--- config.mk ---
export PLATFORM = sky130hd
export DESIGN_NAME = icache_rd_arbiter
export DESIGN_NICKNAME = d
export VERILOG_FILES = /design/src/rtl/icache_arb_pkg.sv /design/src/rtl/icache_line_collector.sv /design/src/rtl/icache_rd_arbiter.sv
export SDC_FILE = /design/constraint.sdc
export NUM_CORES = 1
export LEC_CHECK = 0
export ABC_AREA = 1
export ABC_CLOCK_PERIOD_IN_PS = 2800
export CORE_MARGIN = 10
export CORE_UTILIZATION = 45
export DETAILED_ROUTE_END_ITERATION = 12
export GPL_ROUTABILITY_DRIVEN = 0
export PLACE_DENSITY = 0.8
export SYNTH_ARGS = -nofsm -noshare
export SYNTH_HDL_FRONTEND = slang
export SYNTH_SLANG_ARGS = --single-unit
--- constraint.sdc ---
create_clock -name clk -period 2.8 [get_ports clk]
set_clock_uncertainty 0.1 [all_clocks]
set_input_delay 0.56 -clock clk [delete_from_list [all_inputs] [get_ports clk]]
set_output_delay 0.56 -clock clk [all_outputs]
set_load 0.02 [all_outputs]
--- src/rtl/icache_arb_pkg.sv ---
// Shared types and constants for the IF-stage line-fill read arbiter.
// The optional round-robin arbitration is selected with ICACHE_ARB_ROUND_ROBIN_EN.
package icache_arb_pkg;

  typedef enum logic [1:0] {
    IDLE = 2'd0,
    AR   = 2'd1,
    R    = 2'd2,
    DONE = 2'd3
  } state_t;

  localparam logic [3:0] AXI_LEN_LINE   = 4'd7;
  localparam logic [2:0] AXI_SIZE_WORD  = 3'd2;
  localparam logic [1:0] AXI_BURST_INCR = 2'b01;

  localparam logic [3:0] DEF_ID0 = 4'd0;
  localparam logic [3:0] DEF_ID1 = 4'd1;

  localparam int LINE_WORDS_DEF   = 8;
  localparam int LINE_OFFSET_BITS = 5;

  // Align a byte address down to the start of its 32-byte line.
  function automatic logic [31:0] line_of(input logic [31:0] a);
    return {a[31:LINE_OFFSET_BITS], {LINE_OFFSET_BITS{1'b0}}};
  endfunction

endpackage

--- src/rtl/icache_line_collector.sv ---
// Collects the beats of one line-fill burst into an 8x32 register file.
// The beat counter restarts on every burst start; the stored words are kept
// until overwritten, so a short burst leaves stale words in the upper slots.
module icache_line_collector #(
  parameter int LINE_WORDS = icache_arb_pkg::LINE_WORDS_DEF
) (
  input  logic                     clk,
  input  logic                     rst,
  input  logic                     clear,
  input  logic                     wr_en,
  input  logic [31:0]              wdata,
  output logic [LINE_WORDS*32-1:0] line
);

  localparam int CW = $clog2(LINE_WORDS);

  logic [CW-1:0] cnt;
  logic [31:0]   words [LINE_WORDS];

  // Beat counter and word storage; the counter wraps so a ninth beat lands in word 0.
  always_ff @(posedge clk) begin
    if (rst) begin
      cnt <= '0;
      for (int i = 0; i < LINE_WORDS; i++) words[i] <= '0;
    end else if (clear) begin
      cnt <= '0;
    end else if (wr_en) begin
      words[cnt] <= wdata;
      cnt        <= cnt + 1'b1;
    end
  end

  // Flatten the register file, word i at bits [32i+31:32i].
  always_comb begin
    line = '0;
    for (int i = 0; i < LINE_WORDS; i++) line[32*i +: 32] = words[i];
  end

endmodule

--- src/rtl/icache_rd_arbiter.sv ---
// Shares one AXI read-only master between the icache refill (requester 0) and
// the prefetch buffer (requester 1). Each grant runs one 8-beat INCR burst and
// hands the collected line back with a one-cycle gnt pulse.
// Handshake: an AXI transfer happens on a rising clk edge where valid and ready
// are both high; arvalid is held with stable fields until arready.
// Optional: define ICACHE_ARB_ROUND_ROBIN_EN to alternate winners when both
// requesters are pending; otherwise requester 0 always has priority.
module icache_rd_arbiter
  import icache_arb_pkg::*;
#(
  parameter int         LINE_WORDS = 8,
  parameter logic [3:0] ID0        = DEF_ID0,
  parameter logic [3:0] ID1        = DEF_ID1
) (
  input  logic                     clk,
  input  logic                     rst,
  input  logic                     req0,
  input  logic [31:0]              addr0,
  output logic                     gnt0,
  input  logic                     req1,
  input  logic [31:0]              addr1,
  output logic                     gnt1,
  output logic [31:0]              line_addr,
  output logic [LINE_WORDS*32-1:0] line_data,
  output logic                     busy,
  output logic [3:0]               arid,
  output logic [31:0]              araddr,
  output logic [3:0]               arlen,
  output logic [2:0]               arsize,
  output logic [1:0]               arburst,
  output logic [1:0]               arlock,
  output logic [3:0]               arcache,
  output logic [2:0]               arprot,
  output logic                     arvalid,
  input  logic                     arready,
  input  logic [3:0]               rid,
  input  logic [31:0]              rdata,
  input  logic [1:0]               rresp,
  input  logic                     rlast,
  input  logic                     rvalid,
  output logic                     rready
);

  state_t state;
  logic   owner;
  logic   win;

  // Single outstanding burst, so the response id and status carry no information.
  logic   unused_r;
  assign unused_r = ^{rid, rresp};

`ifdef ICACHE_ARB_ROUND_ROBIN_EN
  logic last_owner;
`endif

  assign arlen   = AXI_LEN_LINE;
  assign arsize  = AXI_SIZE_WORD;
  assign arburst = AXI_BURST_INCR;
  assign arlock  = 2'b00;
  assign arcache = 4'b0000;
  assign arprot  = 3'b000;
  assign busy    = (state != IDLE);

  // Winner selection, only consulted in IDLE when some request is pending.
  always_comb begin
`ifdef ICACHE_ARB_ROUND_ROBIN_EN
    if (req0 && req1) win = ~last_owner;
    else              win = ~req0;
`else
    win = ~req0;
`endif
  end

  // Burst sequencer IDLE -> AR -> R -> DONE; all AXI and grant outputs registered.
  always_ff @(posedge clk) begin
    if (rst) begin
      state     <= IDLE;
      owner     <= 1'b0;
      gnt0      <= 1'b0;
      gnt1      <= 1'b0;
      arvalid   <= 1'b0;
      rready    <= 1'b0;
      araddr    <= '0;
      arid      <= '0;
      line_addr <= '0;
`ifdef ICACHE_ARB_ROUND_ROBIN_EN
      last_owner <= 1'b1;
`endif
    end else begin
      gnt0 <= 1'b0;
      gnt1 <= 1'b0;
      case (state)
        IDLE: begin
          if (req0 || req1) begin
            owner   <= win;
            araddr  <= line_of(win ? addr1 : addr0);
            arid    <= win ? ID1 : ID0;
            arvalid <= 1'b1;
            state   <= AR;
          end
        end
        AR: begin
          if (arready) begin
            arvalid <= 1'b0;
            rready  <= 1'b1;
            state   <= R;
          end
        end
        R: begin
          if (rvalid && rlast) begin
            rready    <= 1'b0;
            line_addr <= araddr;
            // The owner is granted only if still requesting; the other side
            // rides along when it wants the very same line.
            gnt0      <= req0 && (!owner || line_of(addr0) == araddr);
            gnt1      <= req1 && ( owner || line_of(addr1) == araddr);
`ifdef ICACHE_ARB_ROUND_ROBIN_EN
            last_owner <= owner;
`endif
            state     <= DONE;
          end
        end
        DONE: begin
          state <= IDLE;
        end
        default: state <= IDLE;
      endcase
    end
  end

  icache_line_collector #(.LINE_WORDS(LINE_WORDS)) u_collector (
    .clk   (clk),
    .rst   (rst),
    .clear (arvalid && arready),
    .wr_en (rvalid && rready),
    .wdata (rdata),
    .line  (line_data)
  );

endmodule

-- Word-level counts from Yosys, hierarchy flattened
Memories as Yosys holds them, arrays and structs flattened.
Cells that the tools add are included.
- logic and storage cells: 65
- flip-flop bits (word level): 68
- output and inout bits: 347
- bits in read-only memories: 0
- memories: 1
- bits in latches: 0
- input port bits: 109
- RAM bits: 256
- memories (memory ; depth ; width ; read ports ; clocked after memory_dff ; wr ports ; line ; source):
    u_collector.words ; 8 ; 32 ; 8 ; 0 ; 8 ; icache_line_collector.sv:18 ; logic [31:0] words [LINE_WORDS];
- mux-type cells: 21
- add/sub/neg operators: 1
- divide/modulo/power cells: 0
- reductions and logical operators: 21
- equal/unequal tests: 8
- multiply operators: 0
- bitwise gates (word level): 3
- shifts and indexed selects: 0
- order comparisons: 0
- operators with widths (cell ; count):
    $mux W32 ; 2
    $eq A27 B27 Y1 ; 2
    $reduce_or A32 Y1 ; 1
    $mux W1 ; 12
    $reduce_and A3 Y1 ; 3
    $pmux W2 S4 ; 1
    $mux W2 ; 3
    $ne A2 B2 Y1 const B ; 3
    $reduce_bool A2 Y1 ; 3
    $logic_and A1 B1 Y1 ; 5
    $eq A2 B2 Y1 const B ; 2
    $pmux W1 S2 ; 2
    $reduce_and A2 Y1 ; 2
    $add A3 B1 Y3 const B ; 1
    $logic_or A1 B1 Y1 ; 3
    $mux W3 ; 1
    $not A1 Y1 ; 3
    $reduce_or A3 Y1 ; 1
    $eq A2 B1 Y1 const B ; 1
    $logic_not A2 Y1 ; 1
    $reduce_or A2 Y1 ; 1
    $logic_not A1 Y1 ; 1

-- Longest topological paths before layout
Gate-level depths: netlist of run 1.
- word-level depth: 7
- depth in mapped cells: 9
- mapped depth without buffers: 9

-- Modules after synthesis
A second synthesis of run 1 with hierarchy kept.
- cell total of the unflattened synthesis: 1115
- area, all modules: 12932.4 µm²
- by module, submodules not included (module ; area each (µm²) ; instances ; seq. area each (µm²) ; cells an instance):
    icache_line_collector ; 9465.3 ; 1 ; 7747.4 ; 611
    icache_rd_arbiter ; 3467.1 ; 1 ; 1221.2 ; 504

-- Least setup slack after synthesis of run 1
Ideal clock, no wire load.
- path kind: input-to-reg
- start point: input rst
- end point: memory u_collector.words[2][0] (enable)
- stages: 9
- slack: 0.174 ns
- path buffers: 2
- arrival time: 2.137 ns
- library setup time: 0.389 ns
- required time: 2.311 ns
- cells stage by stage: buf_6 -> a21oi_4 -> inv_2 -> nor2_1 -> inv_2 -> nor2_8 -> nand2_4 -> buf_6 -> nand2_1
- RTL lines (item ; line ; source):
    start: declaration ; icache_rd_arbiter.sv:16 ; input logic rst,
    end: declaration ; icache_line_collector.sv:18 ;

-- Worst setup path in the final report of run 1
- start point: register state[0]
- end point: output busy
- cells in the longest elaborated chain, start to end: 1
- RTL lines (item ; line ; source):
    start: declaration ; icache_rd_arbiter.sv:44 ; state_t state;
    start signal: assignment ; icache_rd_arbiter.sv:77 ; state <= IDLE;
    start signal: assignment ; icache_rd_arbiter.sv:99 ; state <= AR;
    start signal: assignment ; icache_rd_arbiter.sv:106 ; state <= R;
    $reduce_bool A2 Y1 ; icache_rd_arbiter.sv:62 ; assign busy = (state != IDLE);
    end: declaration ; icache_rd_arbiter.sv:25 ; output logic busy,
No other way between the ends.

==> results of run 1 <==
registers in the layout (all words and copies together) (netlist names):
signal	flops
state	2
u_collector.cnt	3
owner	1
line_addr	27
u_collector.words	256
rready	1
gnt0	1
arvalid	1
araddr	27
gnt1	1
cell families (layout without fill, tap and decap cells):
family                   Yosys count  count (layout)  synth area share
other                              2              31          0.000589
AND/OR/NAND/NOR                  467             467             0.145
AO/OA/AOI/OAI                    117             117            0.0500
adder cells (fa/ha/maj)            5               5           0.00491
flip-flops                       320             320             0.704
XOR/XNOR                          38              38            0.0261
buffers and inverters            158             574            0.0693
where the power goes:
group          internal [W]  switching [W]
registers           0.00549       0.000323
logic               0.00110        0.00156
clock network       0.00266        0.00179
total               0.00925        0.00368
synth_stat cells:
cell,count
nor2_1,275
inv_2,3
a31oi_1,21
a21oi_1,40
buf_4,32
nor3_1,1
nand3_1,5
o21ai_1,1
nand2_1,170
dfxtp_1,64
nor2_8,2
edfxtp_1,256
ha_1,5
o21ai_0,50
nand2_4,4
or2_2,1
o211a_1,1
inv_1,77
nor2_2,3
nand2_2,4
a211oi_1,2
a21oi_2,1
a21oi_4,1
xor2_1,2
clkbuf_1,19
buf_2,4
buf_6,22
buf_1,1
xnor2_1,36
nand4_1,2
conb_1,2
worst max-delay path by stage:
stage | endpoint | slack, ns
final | busy | 0.16
after global routing | busy | 0.06
after CTS | busy | 0.13
after floorplan | u_collector.words[2][0]$_SDFFCE_PN0P_ | 0.17
after global placement | u_collector.words[4][2]$_SDFFCE_PN0P_ | 0.24
after detailed placement | u_collector.words[0][27]$_SDFFCE_PN0P_ | 0.20
final cells by class:
type                            instances  area, sq um
Fill cell                            1967         9600
Clock buffer                           32          779
Tap cell                              378          473
Multi-Input combinational cell        658         3010
Sequential cell                       320         8970
Clock inverter                         25          303
Inverter                               80          300
Timing Repair Buffer                  437         4430
critical path, delay by kind of cell (launching register included):
family	cells	cell delay, ns
buffers and inverters	3	0.88
flip-flops	1	0.34
adder cells (fa/ha/maj)	1	0.22
per-layer routing:
layer	global-route usage	vias up
li1	-	4432
met1	0.246	4683
met2	0.410	647
met3	0.0799	102
met4	0.0929	0
met5	0	-
metrics by stage:
| stage | hold slack (ns) | util | cells |
|---|---|---|---|
| floorplan | 0.330 | - | 1136 |
| global placement | 0.351 | 0.617 | 1873 |
| detailed placement | 0.357 | 0.617 | 1873 |
| CTS | 0.365 | 0.656 | 1930 |
| global route | 0.381 | 0.656 | 1930 |
| finish | 0.365 | 0.656 | 1930 |
==> results.txt, run 1 <==
RSZ-0062 raised after global routing -> no
Length in cells of the worst reg-to-reg path -> 8
Nets -> 1642
Syn Area/Cell -> 11.5 sq um
Commonest non-fill, non-tap cell in the layout -> clkdlybuf4s50_1
Met3 WL -> 5480 um
Port Buffers -> 408
CTS root buf -> clkbuf_16
Die footprint -> 35400 sq um
Detail Route Antenna Nets -> 0
Die width -> 188 um
Fraction of layout cells with a size suffix above 1 -> 0.0651
Initial antenna violation count -> 0
Tmin final -> 2.64 ns
Worst EP arrival -> 1.98 ns
Cell count of the worst hold path -> 2
Power Density -> 708 nW/um^2
Maxcap violations -> 0
Starting Density -> 0.457
Setup CP Type -> flop to output pin
Setup crit start -> state[0]$_SDFFE_PP0P_
Via count -> 9864
Total GRT Usage -> 0.231
Most used cell, CP -> inv_1
Slowest-stage cell, CP -> clkdlybuf4s50_1
Post-detail-place hpwl -> 30900 um
Dpl ws -> 0.202 ns
First-iteration detailed-routing DRC count -> 720
Longest Clk Path Bufs -> 3
Cells along the critical path -> inv_1, ha_1, inv_1, clkdlybuf4s50_1
Final Hold Viols -> 0
Inserted Clock Buffers -> 31
Commonest cells after routing, fill and taps aside -> clkdlybuf4s50_1 (408), nor2_1 (275), edfxtp_1 (256)
Setup_tns -> 0 ns
Clock Sinks -> 320
Vias in the first global route -> 9971
First-pass DRT Iterations -> 5
Std-Cell Rows -> 61
# DRC -> 0
R2R setup slack -> 0.95 ns
Pins Over Slew Limit -> 0
Final instance area -> 18300 sq um
Clk_lat worst skew -> 0.54 ns
Post-CTS Setup Repair Bufs -> 0
Critical path fanouts, max -> 4
Vias per cell -> 5.11
Hold Buf Count CTS -> 0
Critical R2R Capture -> u_collector.words[0][23]$_SDFFCE_PN0P_
Hold EP -> line_addr[19]$_SDFFE_PP0P_
Worst-path clk slew -> 0.06 ns
Worst VDD drop -> 0.581 mV
CTS resizes -> 0
#FFs+latches synth -> 320
Status -> completed
Num ports -> 456
CP peak stage delay -> 0.66 ns
YS warnings -> 0
ANT cells -> 0
Max H-tree Level -> 1
Cell Area, Synth -> 12700 sq um
First-pass GRT wire length -> 62900 um
Startpoint Class -> flop
Grt total ovfl -> 0
Power consumption -> 0.0129 W
DR WL met2 -> 21400 um
Netlist cell types -> 31
Post-route worst setup slack -> 0.157 ns
Core Area -> 27900 sq um
P&R area growth vs syn -> 43.4%
DR top layer -> met4
Wirelength per Cell -> 22.4 um
Req. time, crit path -> 2.14 ns
Post-synthesis cell type with the largest combined area -> edfxtp_1
Final wirelength -> 43200 um
R2r startpoint -> arvalid$_SDFFE_PP0P_
Pleak -> 7.19 nW
Min-delay src -> line_addr[19]$_SDFFE_PP0P_
Largest net degree at the start of global routing -> 43
Die Ht -> 188 um
Fmax -> 0.378 GHz
CP Capture Type -> output pin
Synthesized instance count -> 1107
TritonCTS clock tree -> done
Post-synth top area share -> 0.603
Worst Hold Class -> flop to flop
Synth top area cells -> edfxtp_1 (60%), dfxtp_1 (10%), nor2_1 (8.1%), nand2_1 (5.0%), xnor2_1 (2.5%)
# setup viols final -> 0
Sequential area share after synthesis -> 0.704
Met1 wire length -> 14500 um
Fin crit share -> 0.944
Post-Place Cell Area -> 17200 sq um
Power figures use the tool's default switching activity.
==> run 2: changes to the inputs <==
--- a/config.mk
+++ b/config.mk
@@ -11,7 +11,8 @@
 export CORE_UTILIZATION = 45
 export DETAILED_ROUTE_END_ITERATION = 12
 export GPL_ROUTABILITY_DRIVEN = 0
-export PLACE_DENSITY = 0.8
+export HOLD_SLACK_MARGIN = 0.05
+export PLACE_DENSITY = 0.82
 export SYNTH_ARGS = -nofsm -noshare
 export SYNTH_HDL_FRONTEND = slang
 export SYNTH_SLANG_ARGS = --single-unit
==> run 2 against run 1 <==
Compared with the run above:
- sequential power hardly changed
- critical path depth is the same
- worst hold slack lost 0.0084 ns
- sequential share of layout area down 0.20 points
- power down 0.81%
- routed wire length fell by 0.95%
- final area up 0.40%
- core utilization up 0.27 points
- non-clock buffer count increased by 4
- register-to-register slack hardly changed
- sequential cell count is the same
- clock power shrank 3%
- largest power group unchanged
==> results.txt, run 2 (synthesis results as in run 1) <==
Worst EP arrival -> 1.96 ns (-0.02 ns)
Die footprint -> 35400 sq um (unchanged)
Fillers -> 1943 (-1.2%)
R2r startpoint -> arvalid$_SDFFE_PP0P_
Final Hold Viols -> 0 (unchanged)
Setup_tns -> 0 ns (unchanged)
Core Area -> 27900 sq um (unchanged)
Hold Buf Count CTS -> 0 (unchanged)
Initial antenna violation count -> 1 (+1)
Fin crit share -> 0.935 (-0.00873)
P&R area growth vs syn -> 43.9%
First-pass DRT Iterations -> 5 (unchanged)
RSZ-0062 raised after global routing -> no
Clk_lat worst skew -> 0.50 ns (-0.04 ns)
Setup CP Type -> flop to output pin
Largest register FFs -> 256 (unchanged)
Inserted Clock Buffers -> 34 (+9.7%)
Least-Margin Pin Slew -> 0.516 ns
First-pass GRT wire length -> 62900 um (about the same)
Longest Clk Path Bufs -> 3 (unchanged)
Cell count after placement -> 1877 (+0.21%)
Vias per cell -> 5.08 (-0.62%)
# DRC -> 0 (unchanged)
Hold EP -> gnt0$_SDFF_PP0_
Final instance area -> 18300 sq um (+0.40%)
R2R setup slack -> 0.96 ns (about the same)
Most flop-heavy register -> u_collector.words
Maxcap violations -> 0 (unchanged)
CTS root buf -> clkbuf_16
First-iteration detailed-routing DRC count -> 883 (+23%)
Power Density -> 699 nW/um^2 (-1.2%)
Crit-path leading delay family -> buffers and inverters
Pleak -> 7.24 nW (+0.57%)
Commonest cells after routing, fill and taps aside -> clkdlybuf4s50_1 (408), nor2_1 (275), edfxtp_1 (256)
Final wirelength -> 42800 um (-0.95%)
TritonCTS clock tree -> done
Grt total ovfl -> 0 (unchanged)
Wirelength per Cell -> 22.1 um (-1.4%)
CTS resizes -> 0 (unchanged)
CP peak stage delay -> 0.66 ns (about the same)
Critical R2R Capture -> u_collector.words[0][18]$_SDFFCE_PN0P_
# setup viols final -> 0 (unchanged)
Commonest non-fill, non-tap cell in the layout -> clkdlybuf4s50_1
Total GRT Usage -> 0.231 (+0.000445)
Post-Place Cell Area -> 17300 sq um (+0.48%)
Die width -> 188 um (unchanged)
Status -> completed
Cells along the critical path -> inv_1, ha_1, inv_1, clkdlybuf4s50_1
Worst Hold Class -> flop to flop
Die Ht -> 188 um (unchanged)
Nets -> 1649 (+0.43%)
Tmin final -> 2.62 ns (-0.0244 ns)
Slowest-stage cell, CP -> clkdlybuf4s50_1
Max-slew headroom -> 0.656
Std-Cell Rows -> 61 (unchanged)
Startpoint Class -> flop
Worst VDD drop -> 0.456 mV (-22%)
Largest net degree at the start of global routing -> 43 (unchanged)
CP bufs+invs -> 3 (unchanged)
CP Capture Type -> output pin
Post-detail-place hpwl -> 31300 um (+1.2%)
Clock Sinks -> 320 (unchanged)
Starting Density -> 0.457 (unchanged)
Cell count of the worst hold path -> 1 (-1)
Max H-tree Level -> 2 (+1)
Worst-path clk slew -> 0.06 ns (about the same)
Biggest regs -> u_collector.words (256), araddr (27), line_addr (27)
Port Buffers -> 408 (unchanged)
Pins Over Slew Limit -> 0 (unchanged)
Min-delay src -> owner$_SDFFE_PP0P_
Detail Route Antenna Nets -> 0 (unchanged)
Fraction of layout cells with a size suffix above 1 -> 0.0679 (+0.00287)
Critical path fanouts, max -> 4 (unchanged)
Final core utilization -> 0.658 (+0.00265)
Fmax -> 0.382 GHz (+0.93%)
Via count -> 9849 (-0.15%)
Most used cell, CP -> inv_1
Num ports -> 456 (unchanged)
Length in cells of the worst reg-to-reg path -> 8 (unchanged)
Vias in the first global route -> 9948 (-0.23%)
Req. time, crit path -> 2.14 ns (about the same)
Post-CTS Setup Repair Bufs -> 0 (unchanged)
Final std cells w/o fill -> 1939 (+0.47%)
## run 2: cell types whose count changed in the layout (fill, tap and decap cells not counted), moves of 2 or more
| cell | before | now |
|---|---|---|
| clkbuf_1 | 1 | 11 |
| clkinv_1 | 9 | 3 |
| bufinv_16 | 7 | 2 |
| buf_12 | 10 | 14 |
| clkbuf_16 | 31 | 35 |
| clkinvlp_4 | 4 | 1 |
| clkinv_4 | 0 | 2 |
| clkinv_8 | 0 | 2 |
## run 2: power by group
part | internal [W] | switching, W | leakage (nW)
registers | 0.00549 | 0.000323 | 3.17
logic | 0.00112 | 0.00157 | 3.55
clock network | 0.00251 | 0.00181 | 0.519
## run 2: worst max-delay path by stage
| stage | from | to | slack (ns) | cells past startpoint |
|---|---|---|---|---|
| after detailed placement | arready | u_collector.words[0][24]$_SDFFCE_PN0P_ | 0.16 | 9 |
| after global routing | state[0]$_SDFFE_PP0P_ | busy | 0.05 | 4 |
| after global placement | arready | u_collector.words[0][24]$_SDFFCE_PN0P_ | 0.18 | 9 |
| final | state[0]$_SDFFE_PP0P_ | busy | 0.18 | 4 |
| after CTS | state[0]$_SDFFE_PP0P_ | busy | 0.15 | 4 |
| after floorplan | rst | u_collector.words[2][0]$_SDFFCE_PN0P_ | 0.17 | 9 |
## run 2: routing by layer
layer  track usage  up-vias  routed length (um)
met5             0        -                   0
met4         0.102        0                1810
met3        0.0871       97                5340
met2         0.399      641               21200
met1         0.249     4662               14400
li1              -     4449                   -
## run 2: metrics by stage
step | worst slack (ns) | power (W) | hold WS (ns)
finish | 0.181 | 0.0128 | 0.357
global route | 0.0467 | 0.0133 | 0.396
CTS | 0.153 | 0.0129 | 0.362
detailed placement | 0.160 | 0.00859 | 0.353
global placement | 0.176 | 0.00852 | 0.342
floorplan | 0.174 | 0.00728 | 0.330
## run 2: area by class of cell
type	count	area [sq um]	area share
multi-input cells	658	3010	0.164
clock inverters	15	154	0.00839
clock buffers	46	917	0.0500
well taps	378	473	0.0258
repair buffers	441	4510	0.246
flip-flops and latches	320	8970	0.489
inverters	80	300	0.0164
diodes	1	2.50	0.000136
